`src/rtl/display_scan_driver.sv`:
```
// Time-multiplexed 7-segment scan driver with frame-aligned source selector.
// Build option: define SEG_ACTIVE_LOW_EN for common-anode boards (inverted seg_out/dig_en).
module display_scan_driver #(
    parameter int NUM_DIGITS   = 4,
    parameter int REFRESH_DIV  = 50000,
    parameter int BLANK_CYCLES = 100,
    parameter int ALT_FRAMES   = 250
) (
    input  logic                    clk,
    input  logic                    reset_n,
    input  logic                    en,
    input  logic [7*NUM_DIGITS-1:0] seg_in,
    output logic                    selector,
    output logic [6:0]              seg_out,
    output logic [NUM_DIGITS-1:0]   dig_en,
    output logic                    frame_end
);

`ifdef SEG_ACTIVE_LOW_EN
    localparam logic POL = 1'b1;
`else
    localparam logic POL = 1'b0;
`endif

    localparam int CNT_MAX = (BLANK_CYCLES > REFRESH_DIV - 1) ? BLANK_CYCLES : REFRESH_DIV - 1;
    localparam int CNT_W   = (CNT_MAX < 1) ? 1 : $clog2(CNT_MAX + 1);
    localparam int IDX_W   = (NUM_DIGITS > 1) ? $clog2(NUM_DIGITS) : 1;
    localparam int FRM_W   = (ALT_FRAMES > 1) ? $clog2(ALT_FRAMES) : 1;

    localparam logic [6:0]            SEG_OFF = {7{POL}};
    localparam logic [NUM_DIGITS-1:0] DIG_OFF = {NUM_DIGITS{POL}};
    localparam logic [NUM_DIGITS-1:0] ONE     = NUM_DIGITS'(1);

    typedef enum logic [1:0] {IDLE, BLANK, SHOW} state_t;

    state_t                        state;
    logic [CNT_W-1:0]              cnt;
    logic [IDX_W-1:0]              idx;
    logic [FRM_W-1:0]              frame_cnt;
    logic [NUM_DIGITS-1:0][6:0]    digit;
    logic                          last_digit;
    logic [IDX_W-1:0]              nidx;

    for (genvar k = 0; k < NUM_DIGITS; k++) begin : g_slice
        assign digit[k] = seg_in[7*k +: 7];
    end

    assign last_digit = (idx == IDX_W'(NUM_DIGITS - 1));
    assign nidx       = last_digit ? '0 : idx + IDX_W'(1);

    // The SHOW-end clock already counts as the first blank clock, so a
    // post-SHOW BLANK starts at cnt=1; entry from IDLE starts at cnt=0.
    always_ff @(posedge clk or negedge reset_n) begin
        if (!reset_n) begin
            state     <= IDLE;
            cnt       <= '0;
            idx       <= '0;
            frame_cnt <= '0;
            selector  <= 1'b0;
            seg_out   <= SEG_OFF;
            dig_en    <= DIG_OFF;
            frame_end <= 1'b0;
        end else begin
            frame_end <= 1'b0;
            if (!en) begin
                state   <= IDLE;
                cnt     <= '0;
                idx     <= '0;
                seg_out <= SEG_OFF;
                dig_en  <= DIG_OFF;
            end else begin
                case (state)
                    IDLE: begin
                        state <= BLANK;
                        cnt   <= '0;
                    end
                    BLANK: begin
                        if (cnt == CNT_W'(BLANK_CYCLES)) begin
                            state   <= SHOW;
                            cnt     <= '0;
                            seg_out <= SEG_OFF ^ digit[idx];
                            dig_en  <= DIG_OFF ^ (ONE << idx);
                        end else begin
                            cnt <= cnt + CNT_W'(1);
                        end
                    end
                    SHOW: begin
                        if (cnt == CNT_W'(REFRESH_DIV - 1)) begin
                            idx <= nidx;
                            if (last_digit) begin
                                frame_end <= 1'b1;
                                if (frame_cnt == FRM_W'(ALT_FRAMES - 1)) begin
                                    frame_cnt <= '0;
                                    selector  <= ~selector;
                                end else begin
                                    frame_cnt <= frame_cnt + FRM_W'(1);
                                end
                            end
                            if (BLANK_CYCLES == 0) begin
                                cnt     <= '0;
                                seg_out <= SEG_OFF ^ digit[nidx];
                                dig_en  <= DIG_OFF ^ (ONE << nidx);
                            end else begin
                                state   <= BLANK;
                                cnt     <= CNT_W'(1);
                                seg_out <= SEG_OFF;
                                dig_en  <= DIG_OFF;
                            end
                        end else begin
                            cnt <= cnt + CNT_W'(1);
                        end
                    end
                    default: begin
                        state   <= IDLE;
                        cnt     <= '0;
                        seg_out <= SEG_OFF;
                        dig_en  <= DIG_OFF;
                    end
                endcase
            end
        end
    end

    a_dig_onehot: assert property (@(posedge clk) disable iff (!reset_n)
                                   $onehot0(dig_en ^ DIG_OFF));

endmodule
```
`config.mk`:
```
export PLATFORM = sky130hd
export DESIGN_NAME = display_scan_driver
export DESIGN_NICKNAME = d
export VERILOG_FILES = /design/src/rtl/display_scan_driver.sv
export SDC_FILE = /design/constraint.sdc
export NUM_CORES = 1
export LEC_CHECK = 0
export ABC_AREA = 1
export BUFFER_PORTS_ARGS = -buffer_cell sky130_fd_sc_hd__buf_4
export CORE_ASPECT_RATIO = 0.75
export CORE_UTILIZATION = 55
export DETAILED_ROUTE_END_ITERATION = 8
export GPL_TIMING_DRIVEN = 0
export PLACE_DENSITY = 0.78
export SLEW_MARGIN = 40
export SYNTH_ARGS = -nofsm -noshare
export SYNTH_HDL_FRONTEND = slang
export SYNTH_SLANG_ARGS = --single-unit
```
`constraint.sdc`:
```
create_clock -name clk -period 4.28 [get_ports clk]
set_clock_uncertainty 0.15 [all_clocks]
set_input_delay 0 -clock clk [delete_from_list [all_inputs] [get_ports clk]]
set_output_delay 0 -clock clk [all_outputs]
set_load 0.02 [all_outputs]
```
=== After elaboration in Yosys (flattened, before gate mapping) ===
Index checks and enable logic that the tools add are counted.

* $add $sub $neg: 3
* Multiply operators: 0
* Divide/modulo/power cells: 0
* Magnitude comparators: 1
* Equal/unequal tests: 11
* Shift operators: 1
* Multiplexer cells: 27
* Bitwise logic cells: 1
* Reduce and logical (&&, ||, !) cells: 6

{| class="wikitable"
|+ Operator list
! operator !! number
|-
| 16-bit two-way mux || 3
|-
| 16-bit one-hot mux with 2 select lines || 1
|-
| 7-bit two-way mux || 4
|-
| 7-bit one-hot mux with 3 select lines || 1
|-
| 16-bit by 1-bit adder with 16-bit output (second input constant) || 1
|-
| 16-bit == test (second input constant) || 1
|-
| 16-bit by 7-bit == test with 1-bit output (second input constant) || 1
|-
| 7-bit binary-select mux with 2-bit select || 1
|-
| 2-bit two-way mux || 7
|-
| 4-bit two-way mux || 3
|-
| 4-bit one-hot mux with 3 select lines || 1
|-
| 8-bit by 1-bit adder with 8-bit output (second input constant) || 1
|-
| 8-bit == test (second input constant) || 1
|-
| 8-bit two-way mux || 1
|-
| 3-bit != test (second input constant) || 2
|-
| 2-bit one-hot mux with 3 select lines || 1
|-
| 5-bit AND reduction || 1
|-
| 2-bit == test (second input constant) || 2
|-
| 1-bit two-way mux || 4
|-
| 2-bit by 1-bit != test with 1-bit output (second input constant) || 2
|-
| 2-bit AND reduction || 2
|-
| 4-bit AND reduction || 1
|-
| 1-bit by 2-bit << shifter with 4-bit output (first input constant) || 1
|-
| 2-bit by 3-bit less-than comparator with 1-bit output (second input constant) || 1
|-
| other kinds (6) || 6
|}

* Flip-flop bits (word level): 41
* Bits in latches: 0
* Memory bits (writable): 0
* Bits in read-only memories: 0
* Input port bits: 31
* Output and inout port bits: 13
* Word-level logic and storage cells: 58
* Memories: 0

=== Depth between registers and ports, before layout ===
* Depth after elaboration: 5
* Depth in mapped cells: 10
* Mapped depth without buffers: 9

=== Worst setup path after synthesis ===
OpenSTA, ideal clock, no wires.

* Path kind: flip-flop to flip-flop
* From: register cnt[0]
* To: register seg_out[3]
* Setup time: 0.119 ns
* Arrival time: 1.295 ns
* Data required time: 4.011 ns
* Path slack: 2.717 ns
* Cell stages (with the launch flop): 10
* Buffers on the path: 1
* Clock period less this slack: 1.563 ns
* Cell sequence: dfrtp_1 ha_1 nand3_2 nor2_2 nand2_4 nand3_4 nand3_2 buf_6 nand2_1 nand2_1

* Longest elaborated chain between the ends: 3
* Elaborated cells on any way between the ends: 5
* Classes of those cells: 4 x eq/ne; 1 x reduce/logical

{| class="wikitable"
|+ Ends and longest elaborated chain
! what !! line !! text
|-
| start: declaration || 37 || <nowiki>logic [CNT_W-1:0] cnt;</nowiki>
|-
| start signal: assignment || 84 || <nowiki>cnt <= cnt + CNT_W'(1);</nowiki>
|-
| start signal: assignment || 110 || <nowiki>cnt <= cnt + CNT_W'(1);</nowiki>
|-
| 16-bit == test / 16-bit by 7-bit == test with 1-bit output (equally long branches) || 88, 78 ||
|-
| 3-bit != test (no line) || n/a ||
|-
| 3-bit AND reduction (no line) * || n/a ||
|-
| end signal: assignment || 81 || <nowiki>seg_out <= SEG_OFF ^ digit[idx];</nowiki>
|-
| end signal: assignment || 101 || <nowiki>seg_out <= SEG_OFF ^ digit[nidx];</nowiki>
|-
| end: declaration || 14 || <nowiki>output logic [6:0] seg_out,</nowiki>
|}

Mark *: on every way between the ends. The rest lies on a longest branch, timed or not.
A chain may end at the register's enable or synchronous reset.

=== Final worst setup path ===
* From: register state[1]
* To: register cnt[12]

* Longest elaborated chain between the ends: 3
* Elaborated cells on any way between the ends: 4
* Classes of those cells: 2 x eq/ne; 2 x mux

{| class="wikitable"
|+ Ends and longest elaborated chain
! what !! line !! text
|-
| start: declaration || 36 || <nowiki>state_t state;</nowiki>
|-
| start signal: assignment || 55 || <nowiki>state <= IDLE;</nowiki>
|-
| start signal: assignment || 66 || <nowiki>state <= IDLE;</nowiki>
|-
| start signal: assignment || 74 || <nowiki>state <= BLANK;</nowiki>
|-
| 2-bit == test / 2-bit by 1-bit == test with 1-bit output (equally long branches) || 72 || <nowiki>case (state)</nowiki>
|-
| 16-bit one-hot mux with 2 select lines * || 72 ||
|-
| 16-bit two-way mux * || 65 || <nowiki>if (!en) begin</nowiki>
|}

Marks and branches as above.

==> flow_summary.yaml <==
run_status:
  outcome: "finished with violations"
  violations: "DRC"
worst_setup_path:
  crit_arrival_ns: 1.88
  r2r-end: "cnt[12]"
  crit_start: "state[1]"
  required_ns: 4.36
  crit_path_end_kind: "flip-flop"
  endpoint: "cnt[12]"
  path_class: "flip-flop to flip-flop"
  r2r_setup_slack_ns: 2.48
  reg2reg_depth: 8
  cp_max_fo: 10
  crit_path_start_kind: "flip-flop"
  r2r-start: "state[1]"
route:
  viasPerCell: 5.17
  drt-initial-drc-count: 191
  ant_nets: 0
  vias: 2594
  wirelength_um: 6270
  drt-pass1-iter-count: 6
  drc: 10
  avgRoutedWirePerCell_um: 12.5
clock_network:
  clkLatencyLatePin_ns: 0.30
  cts-root-buf: "clkbuf_8"
  clockBufferDepth: 2
  cts_tree: "built"
  cts_setup_buffers: 0
  cts-buffers-inserted: 5
  path_clk_slew_ns: 0.08
  htreeDepth: 2
  cts_num_sinks: 41
sta:
  timing_hold_violations_final: 0
  max_clock_freq_mhz: 555
  worst_pin_slew_ns: 0.512
  period_share_pct: 42.1
  drv_slew: 0
  tns_ns: 0
  setup_violations: 0
  finalCriticalPeriod_ns: 1.80
  maxSlewHeadroom_pct: 65.8
  rsz0062_at_grt: "no"
logic_synthesis:
  postSynth.asyncResetShare_pct: 100
  synth_top_area_share_pct: 36.8
  synth_cell_type_count: 31
  avgSynthCellArea_um2: 7.20
  syn_inst: 387
  synth_area_leaders: "dfrtp_1 (37%), nand2_1 (16%), nor2_1 (6.2%)"
  synth_edf_count: 0
  yosysTopAreaCell: "dfrtp_1"
  yosys_warnings: 0
  synth_fp_nets: 430
  ys_seq_area_share_pct: 36.8
  synth_ff_type: "dfrtp_1"
  netlist_area_mm2: 0.00279
  synth_seq_cells: 41
placed_design:
  dpl.cell_count: 490
  io_buffer_count: 43
  globalplace.congestion: 0.884
  dpl-instance-area_mm2: 0.00319
  hpwl_um: 4690
floorplan:
  io_pins: 44
  die_h_um: 63.7
  coreArea_mm2: 0.00487
  die_width_um: 84.2
  rows: 22
  start_util_pct: 57.2
  die-area_mm2: 0.00536
global_route:
  grt_pass1_wl_um: 10600
  overflow: 0
  antenna_found_initial: 0
  track_usage_pct: 25.2
  grt_max_degree: 42
  grt_pass1_vias: 2260
layout:
  layout-drive-gt1-share_pct: 18.3
  fin_area_mm2: 0.00335
  layout_commonest_cell: "nand2_1"
  finalCoreUtilization_pct: 68.7
  antennaDiodeCount: 0
  finish.net_count: 484
  area_delta_synth_final_pct: 20.0
  fin_cells: 502
  final_cell_mix: "nand2_1 (122), buf_4 (46), nor2_1 (46), inv_1 (43), dfrtp_1 (41)"
pwr:
  leakage_nw: 1.71
  power_density_mw_per_mm2: 349
  irDropWorstVdd_mv: 0.182
flow_run:
  cap_viol_max_count: 0
min_path:
  hold_path_class: "input port to flip-flop"
-- how the worst min path moves through the flow --
stage	depth (start not counted)	endpoint	slack (ns)	start
after floorplan	0	cnt[0]	-0.45	reset_n
after global placement	1	cnt[9]	-0.14	reset_n
final	7	seg_out[6]	0.03	seg_in[20]
after global routing	4	cnt[0]	0.08	en
after CTS	7	seg_out[6]	0.03	seg_in[20]
after detailed placement	1	cnt[9]	-0.14	reset_n
-- layout make-up --
cell class	count	area (um2)
clock inverter	2	37.5
buffer	13	87.6
inverter	47	176
tap	60	75.1
sequential	41	1030
multi-input combinational	286	1500
timing repair buffer	47	363
fill	446	1530
clock buffer	6	82.6
-- cells by family (layout without fill, tap and decap cells) --
logic type | Yosys count | in the layout | synth area share, %
compound gates | 17 | 17 | 3.05
simple gates | 239 | 239 | 39.6
xor+xnor | 18 | 18 | 5.66
buf+inv | 60 | 115 | 9.47
flops | 41 | 41 | 36.8
fa+ha+maj | 12 | 12 | 5.39
-- stage by stage --
stage,power [mW],hold WS [ns],setup WS [ns]
6_report,1.17,0.0320,2.48
5_1_grt,1.24,0.0779,2.33
4_1_cts,1.18,0.0254,2.48
3_5_place_dp,0.839,-0.139,2.49
3_3_place_gp,0.831,-0.141,2.54
2_1_floorplan,0.713,-0.446,2.72
-- critical path: stages (launching register included) --
cell	delay, ns
dfrtp_1	0.40
inv_1	0.11
ha_1	0.17
clkbuf_1	0.36
nand2_1	0.10
nand2_1	0.08
nand2_2	0.10
buf_6	0.16
nor2_1	0.09
-- synthesized netlist by cell type (3+ instances only) --
master	n
nand4_1	19
xnor2_1	4
nand2_2	3
nand2_1	122
nor2_1	46
clkbuf_1	3
buf_2	3
nor2_2	4
xor2_1	14
buf_6	3
buf_4	3
inv_1	43
o21ai_0	7
nand3_1	25
o21ai_1	3
ha_1	12
a21oi_1	7
nor3_1	6
dfrtp_1	41
-- where the power goes --
group          total (mW)  internal (mW)  switching, mW  leakage [nW]
clock network       0.328          0.190          0.139        0.0574
logic               0.390          0.148          0.242          1.09
registers           0.450          0.424         0.0261         0.562
total                1.17          0.761          0.407          1.71
-- layer usage --
metal | track usage (%) | wire length, um | part of all wire [%] | up-vias
met5 | 0 | 0 | 0 | -
met4 | 6.47 | 67 | 1.1 | 0
met3 | 4.59 | 345 | 5.5 | 7
met2 | 37.5 | 2670 | 43 | 68
met1 | 37.6 | 3190 | 51 | 1200
li1 | - | - | - | 1319
-- sequential cells by signal, summed over array words and instances, names as in the netlist --
name and flops:
cnt 16, dig_en 4, frame_cnt 8, frame_end 1, idx 2, seg_out 7, selector 1, state 2
-- what timing repair did --
item / 4_1_cts / 5_1_grt
hold buffers: 4 / 0
endpoints found under the setup margin: 0 / 0
gates resized for setup: 0 / 0
hold endpoints to repair: 44 / 0
Note: power is estimated with default switching activity, not from simulation.
